File: src/rtl/seg7_pkg.sv
// Shared 7-segment definitions: active-low patterns (bit0=a .. bit6=g) and scan reader state type.
// Imported by the display driver side and by the scan reader.
package seg7_pkg;

    localparam int SEG_W = 7;

    localparam logic [SEG_W-1:0] SEG7_0     = 7'b1000000;
    localparam logic [SEG_W-1:0] SEG7_1     = 7'b1111001;
    localparam logic [SEG_W-1:0] SEG7_2     = 7'b0100100;
    localparam logic [SEG_W-1:0] SEG7_3     = 7'b0110000;
    localparam logic [SEG_W-1:0] SEG7_4     = 7'b0011001;
    localparam logic [SEG_W-1:0] SEG7_5     = 7'b0010010;
    localparam logic [SEG_W-1:0] SEG7_6     = 7'b0000010;
    localparam logic [SEG_W-1:0] SEG7_7     = 7'b1111000;
    localparam logic [SEG_W-1:0] SEG7_8     = 7'b0000000;
    localparam logic [SEG_W-1:0] SEG7_9     = 7'b0010000;
    localparam logic [SEG_W-1:0] SEG7_A     = 7'b0001000;
    localparam logic [SEG_W-1:0] SEG7_B     = 7'b0000011;
    localparam logic [SEG_W-1:0] SEG7_C     = 7'b1000110;
    localparam logic [SEG_W-1:0] SEG7_D     = 7'b0100001;
    localparam logic [SEG_W-1:0] SEG7_E     = 7'b0000110;
    localparam logic [SEG_W-1:0] SEG7_F     = 7'b0001110;
    localparam logic [SEG_W-1:0] SEG7_BLANK = 7'b1111111;

    localparam logic [SEG_W-1:0] SEG7_TABLE [16] = '{
        SEG7_0, SEG7_1, SEG7_2, SEG7_3, SEG7_4, SEG7_5, SEG7_6, SEG7_7,
        SEG7_8, SEG7_9, SEG7_A, SEG7_B, SEG7_C, SEG7_D, SEG7_E, SEG7_F
    };

    typedef enum logic [1:0] {
        ST_IDLE   = 2'd0,
        ST_SETTLE = 2'd1,
        ST_DONE   = 2'd2
    } seg7_state_e;

    function automatic logic [SEG_W-1:0] seg7_encode(input logic [3:0] nibble);
        return SEG7_TABLE[nibble];
    endfunction

endpackage

File: src/rtl/seg7_pattern_match.sv
// Combinational inverse decode of an active-low 7-segment pattern to a hex nibble.
// hit flags a table match; blank flags the all-off pattern.
module seg7_pattern_match
    import seg7_pkg::*;
(
    input  logic [SEG_W-1:0] pattern,
    output logic [3:0]       nibble,
    output logic             hit,
    output logic             blank
);

    always_comb begin
        nibble = 4'd0;
        hit    = 1'b0;
        blank  = (pattern == SEG7_BLANK);
        for (int i = 0; i < 16; i++) begin
            if (pattern == SEG7_TABLE[i]) begin
                nibble = 4'(i);
                hit    = 1'b1;
            end
        end
    end

endmodule

File: src/rtl/seg7_scan_reader.sv
// Reads back a multiplexed active-low 7-segment bus into a per-digit nibble bank.
// Optional decimal-point capture is built when SEG7_SCAN_READER_DP_EN is defined.
//
// state  | meaning
// IDLE   | bus fully deselected, nothing to capture
// SETTLE | counting identical synchronized samples
// DONE   | value evaluated once, waiting for the bus to change
module seg7_scan_reader
    import seg7_pkg::*;
#(
    parameter int NUM_DIGITS    = 4,
    parameter int STABLE_CYCLES = 8
) (
    input  logic                    clk,
    input  logic                    reset_n,
    input  logic [SEG_W-1:0]        segs_in,
    input  logic [NUM_DIGITS-1:0]   dig_sel_n,
`ifdef SEG7_SCAN_READER_DP_EN
    input  logic                    dp_in,
    output logic [NUM_DIGITS-1:0]   digit_dp,
`endif
    output logic [4*NUM_DIGITS-1:0] digits_out,
    output logic [NUM_DIGITS-1:0]   digit_valid,
    output logic                    update_pulse,
    output logic [2:0]              update_idx,
    output logic                    err_pulse,
    output logic [7:0]              err_count
);

`ifdef SEG7_SCAN_READER_DP_EN
    localparam int DP_W = 1;
`else
    localparam int DP_W = 0;
`endif
    localparam int         VEC_W       = DP_W + NUM_DIGITS + SEG_W;
    localparam logic [7:0] STABLE_LAST = 8'(STABLE_CYCLES - 1);

    logic [VEC_W-1:0]        bus_raw;
    logic [VEC_W-1:0]        sync1_q;
    logic [VEC_W-1:0]        sync2_q;
    logic [VEC_W-1:0]        cmp_q;
    seg7_state_e             state_q;
    logic [7:0]              cnt_q;
    logic [7:0]              cnt_d;
    logic [4*NUM_DIGITS-1:0] digits_q;
    logic [NUM_DIGITS-1:0]   valid_q;
    logic                    upd_q;
    logic [2:0]              upd_idx_q;
    logic                    err_q;
    logic [7:0]              err_cnt_q;

    logic [SEG_W-1:0]        cur_segs;
    logic [NUM_DIGITS-1:0]   cur_sel;
    logic [3:0]              match_nibble;
    logic                    match_hit;
    logic                    match_blank;
    logic [3:0]              sel_low_cnt;
    logic [2:0]              sel_low_idx;
    logic                    bus_changed;

`ifdef SEG7_SCAN_READER_DP_EN
    logic                    cur_dp;
    logic [NUM_DIGITS-1:0]   dp_q;
    assign bus_raw  = {dp_in, dig_sel_n, segs_in};
    assign cur_dp   = sync2_q[VEC_W-1];
    assign digit_dp = dp_q;
`else
    assign bus_raw  = {dig_sel_n, segs_in};
`endif

    assign cur_segs    = sync2_q[SEG_W-1:0];
    assign cur_sel     = sync2_q[SEG_W +: NUM_DIGITS];
    assign bus_changed = (sync2_q != cmp_q);
    assign cnt_d       = cnt_q + 8'd1;

    seg7_pattern_match u_match (
        .pattern (cur_segs),
        .nibble  (match_nibble),
        .hit     (match_hit),
        .blank   (match_blank)
    );

    always_comb begin
        sel_low_cnt = 4'd0;
        sel_low_idx = 3'd0;
        for (int i = 0; i < NUM_DIGITS; i++) begin
            if (!cur_sel[i]) begin
                sel_low_cnt = sel_low_cnt + 4'd1;
                sel_low_idx = 3'(i);
            end
        end
    end

    always_ff @(posedge clk or negedge reset_n) begin
        if (!reset_n) begin
            sync1_q   <= '1;
            sync2_q   <= '1;
            cmp_q     <= '1;
            state_q   <= ST_IDLE;
            cnt_q     <= 8'd0;
            digits_q  <= '0;
            valid_q   <= '0;
            upd_q     <= 1'b0;
            upd_idx_q <= 3'd0;
            err_q     <= 1'b0;
            err_cnt_q <= 8'd0;
`ifdef SEG7_SCAN_READER_DP_EN
            dp_q      <= '0;
`endif
        end else begin
            sync1_q <= bus_raw;
            sync2_q <= sync1_q;
            upd_q   <= 1'b0;
            err_q   <= 1'b0;

            // Any change restarts qualification, whatever state we are in.
            if (bus_changed) begin
                cmp_q   <= sync2_q;
                cnt_q   <= 8'd0;
                state_q <= (&cur_sel) ? ST_IDLE : ST_SETTLE;
            end else begin
                case (state_q)
                    ST_SETTLE: begin
                        cnt_q <= cnt_d;
                        if (cnt_d == STABLE_LAST) begin
                            state_q <= ST_DONE;
                            if (sel_low_cnt == 4'd1) begin
                                if (match_blank) begin
                                    for (int i = 0; i < NUM_DIGITS; i++) begin
                                        if (!cur_sel[i]) begin
                                            valid_q[i] <= 1'b0;
`ifdef SEG7_SCAN_READER_DP_EN
                                            dp_q[i]    <= 1'b0;
`endif
                                        end
                                    end
                                end else if (match_hit) begin
                                    for (int i = 0; i < NUM_DIGITS; i++) begin
                                        if (!cur_sel[i]) begin
                                            digits_q[4*i +: 4] <= match_nibble;
                                            valid_q[i]         <= 1'b1;
`ifdef SEG7_SCAN_READER_DP_EN
                                            dp_q[i]            <= ~cur_dp;
`endif
                                        end
                                    end
                                    upd_q     <= 1'b1;
                                    upd_idx_q <= sel_low_idx;
                                end else begin
                                    err_q <= 1'b1;
                                    if (err_cnt_q != 8'hFF) err_cnt_q <= err_cnt_q + 8'd1;
                                end
                            end else begin
                                err_q <= 1'b1;
                                if (err_cnt_q != 8'hFF) err_cnt_q <= err_cnt_q + 8'd1;
                            end
                        end
                    end
                    default: ;
                endcase
            end
        end
    end

    assign digits_out   = digits_q;
    assign digit_valid  = valid_q;
    assign update_pulse = upd_q;
    assign update_idx   = upd_idx_q;
    assign err_pulse    = err_q;
    assign err_count    = err_cnt_q;

endmodule

File: config.mk
export PLATFORM = sky130hd
export DESIGN_NAME = seg7_scan_reader
export DESIGN_NICKNAME = d
export VERILOG_FILES = /design/src/rtl/seg7_pkg.sv /design/src/rtl/seg7_pattern_match.sv /design/src/rtl/seg7_scan_reader.sv
export SDC_FILE = /design/constraint.sdc
export NUM_CORES = 1
export LEC_CHECK = 0
export CAP_MARGIN = 15
export CORE_MARGIN = 1
export CORE_UTILIZATION = 50
export CTS_CLUSTER_DIAMETER = 100
export DETAILED_ROUTE_END_ITERATION = 8
export PLACE_DENSITY = 0.73
export RECOVER_POWER = 50
export SYNTH_ARGS = -nofsm -noshare
export SYNTH_HDL_FRONTEND = slang
export SYNTH_SLANG_ARGS = --single-unit
export TNS_END_PERCENT = 1
File: constraint.sdc
create_clock -name clk -period 8.05 [get_ports clk]
set_clock_uncertainty 0.05 [all_clocks]
set_input_delay 1.61 -clock clk [delete_from_list [all_inputs] [get_ports clk]]
set_output_delay 1.61 -clock clk [all_outputs]
set_load 0.02 [all_outputs]
==> key figures <==
Worst setup path
  – Crit path cell chain: buf_2, clkbuf_1
  – Flop-to-flop setup slack: 4.49 ns
  – Critical Path Start Type: input pin
  – Maximum fanout along the worst path: 75
  – CP endpoint kind: async pin
  – CP Class: input pin to async pin
  – CP peak stage delay: 2.67 ns
  – Critical Path AT: 4.38 ns
  – Slowest CP cell: clkbuf_1
  – Top Family by Delay on Critical Path: buffers and inverters
  – WP buf/inv: 2
  – CP required: 7.58 ns

GRT
  – Largest net degree at the start of global routing: 76
  – Total gr overflow: 0
  – First-pass GRT wire length: 10,600 microns
  – GR Util All Layers: 0.187
  – Initial antenna violation count: 0
  – Vias in the first global route: 2,210

Synth
  – Seq cells post-synth: 75
  – Syn Nets: 319
  – Synth Flop Type: dfrtp_1
  – Synth cell types: 55
  – Async set or reset register ratio after synthesis: 1.00
  – Synthesis Warnings: 0
  – Syn Std Cell Area: 0.00350 sq mm
  – Post-Syn Instances: 300
  – Syn avg cell area: 11.7 sq um
  – Sequential share of the synthesized area: 0.549
  – Post-synth EDFFs: 0

Power
  – Pwr dens: 179 mW/mm^2
  – Leak: 1.71 nW
  – Peak VDD IR: 0.123 mV

STA
  – Achievable Freq: 206 MHz
  – Fin crit share: 0.602
  – RSZ-0062 raised after global routing: false
  – Final Hold Viols: 0
  – Max_slew headroom: -1.53
  – Setup tns final: 0 ns
  – Final min period: 4.85 ns
  – Least-Margin Pin Slew: 3.80 ns
  – Fin. max-slew vios: 76
  – Final setup vio count: 0

Place
  – Port bufs: 44
  – Dpl hpwl: 4140 microns
  – Final GP Congestion: 0.806

Clock network
  – Total CTS buffers: 9
  – Sink Count: 75
  – TritonCTS clock tree: yes
  – H-tree lvl count: 3
  – Clock slew at reported path FFs: 0.08 ns
  – CTS Hold Bufs: 0
  – Number of gates resized after CTS: 0
  – Root buffer cell: clkbuf_8
  – Maximum clock insertion buffer count: 2
  – Worst-skew pair later-pin latency: 0.35 ns
  – Number of post-CTS setup repair buffers: 0

Finish
  – Sequential Area: 0.00192 sq mm
  – Multi-input gate area: 0.00136 sq mm
  – Final nets: 344
  – Fillers: 559
  – Diode count: 0
  – Share of cells above drive strength 1: 0.176
  – Final core occ: 0.596
  – Area delta synth->final: 15.2%

Route
  – Total number of vias: 2,324
  – DRC: 0
  – Routed wire length: 6080 microns
  – ANT nets after route: 0
  – Post-DR wirelength/cell: 14.8 microns
  – Vias/cell: 5.67
  – Pre-antenna DRT Iters: 4
  – First DRT Iteration DRCs: 167

Die
  – Initial Util: 0.517
  – Core area: 0.00676 sq mm
  – Die Y: 85.6 microns
  – Die area: 0.00733 sq mm
  – I/O Pins: 46
  – FP Rows: 30
  – Die width: 85.6 microns

Outcome
  – Violated checks: capacitance limit, slew limit
  – Outcome: complete, but fails checks

Flow run
  – Max-cap violation count: 1

Min path
  – Hold Crit Class: flip-flop to flip-flop
[cell usage in the layout (no fill, tap or decap), drive strengths merged, types with 3 or more instances in the layout]
cell,n
xor2,13
clkbuf,10
nor3b,3
nor2,23
nor4,4
nor4b,4
and2,3
nand3,8
dfrtp,42
dfstp,33
nand2,12
clkdlybuf4s50,32
dlygate4sd3,11
nand4,14
clkinv,3
or4,4
mux2,19
or3,3
xnor2,16
and3,8
o41ai,5
o21ai,8
ha,6
clkinvlp,3
nor3,7
inv,6
[registers in the layout, indices dropped and copies added, names as in the netlist]
signal        flops
cmp_q            11
cnt_q             8
digit_valid       4
digits_out       16
err_count         8
err_pulse         1
state_q           2
sync1_q          11
sync2_q          11
update_idx        2
update_pulse      1
[layer usage]
| layer | track usage | wire (microns) | vias to the layer above |
|---|---|---|---|
| li1 | - | - | 1109 |
| met3 | 0.0366 | 245 | 13 |
| met2 | 0.286 | 2850 | 61 |
| met1 | 0.256 | 2830 | 1141 |
| met4 | 0.0955 | 145 | 0 |
| met5 | 0 | 0 | - |
[cell type report]
| type | count | share of cell area |
|---|---|---|
| flip-flops and latches | 75 | 0.476 |
| multi-input cells | 188 | 0.337 |
| repair buffers | 45 | 0.109 |
| clock buffers | 9 | 0.0307 |
| well taps | 80 | 0.0248 |
| clock inverters | 7 | 0.0171 |
| inverters | 6 | 0.00559 |
[final timing paths]
kind | from | to | cells after the start
max in group clk | sync2_q[8] | err_count[1] | 10
max | reset_n | digit_valid[0] | 2
min | sync1_q[9] | sync2_q[9] | 0
max reg2reg | sync2_q[8] | err_count[1] | 10
min in group asynchronous | reset_n | cnt_q[3] | 2
min reg2reg | sync1_q[9] | sync2_q[9] | 0
[synthesized netlist by cell type, drive strengths merged (2+ instances only)]
master   n  share of area
dfrtp   42           0.30
dfstp   33           0.25
nor2    23          0.025
clkbuf  22          0.038
mux2    19          0.061
xnor2   16          0.040
nand4   14          0.025
xor2    13          0.033
nand2   12          0.013
buf      9          0.019
and3     8          0.016
nand3    8          0.011
o21ai    8          0.011
nor3     7          0.010
ha       6          0.021
inv      6         0.0064
o41ai    5          0.013
nor4     4         0.0072
nor4b    4          0.010
or4      4         0.0086
and2     3         0.0054
nor3b    3         0.0064
or3      3         0.0057
a211oi   2         0.0043
a31oi    2         0.0036
o21a     2         0.0043
[power breakdown]
group / leakage [nW] / switching, mW / internal [mW]
combinational: 0.705 / 0.0220 / 0.0174
clock: 0.0865 / 0.136 / 0.141
sequential: 0.923 / 0.0122 / 0.391
total: 1.71 / 0.170 / 0.550
[cell families after synthesis]
| group | Yosys count | synth area share |
|---|---|---|
| other | 1 | 0.00107 |
| adder cells (fa/ha/maj) | 6 | 0.0215 |
| AO/OA/AOI/OAI | 31 | 0.0662 |
| buffers and inverters | 37 | 0.0633 |
| AND/OR/NAND/NOR | 102 | 0.165 |
| multiplexers | 19 | 0.0612 |
| XOR/XNOR | 29 | 0.0727 |
| flip-flops | 75 | 0.549 |
[per-stage QoR]
step                total power, mW  instance area [sq um]  cells  worst slack (ns)  hold WS [ns]
finish                        0.720                   4030    410              3.20         0.306
detailed placement            0.452                   3840    394              4.62         0.297
global placement              0.450                   3840    394              4.72         0.295
CTS                           0.733                   4030    410              4.61         0.305
global route                  0.752                   4030    410              2.28         0.315
floorplan                     0.438                   3500    300              4.93         0.295
[worst reg2reg max path, cell delays in order, from the launching register on]
cell and delay [ns]:
dfstp_1 0.67, inv_1 0.08, ha_1 0.34, xnor2_1 0.15, ha_1 0.24, xnor2_1 0.13, a31o_2 0.25, a22oi_1 0.53
a31oi_1 0.27, nor3_1 0.36, mux2_2 0.37
Note: power is estimated with default switching activity, not from simulation.
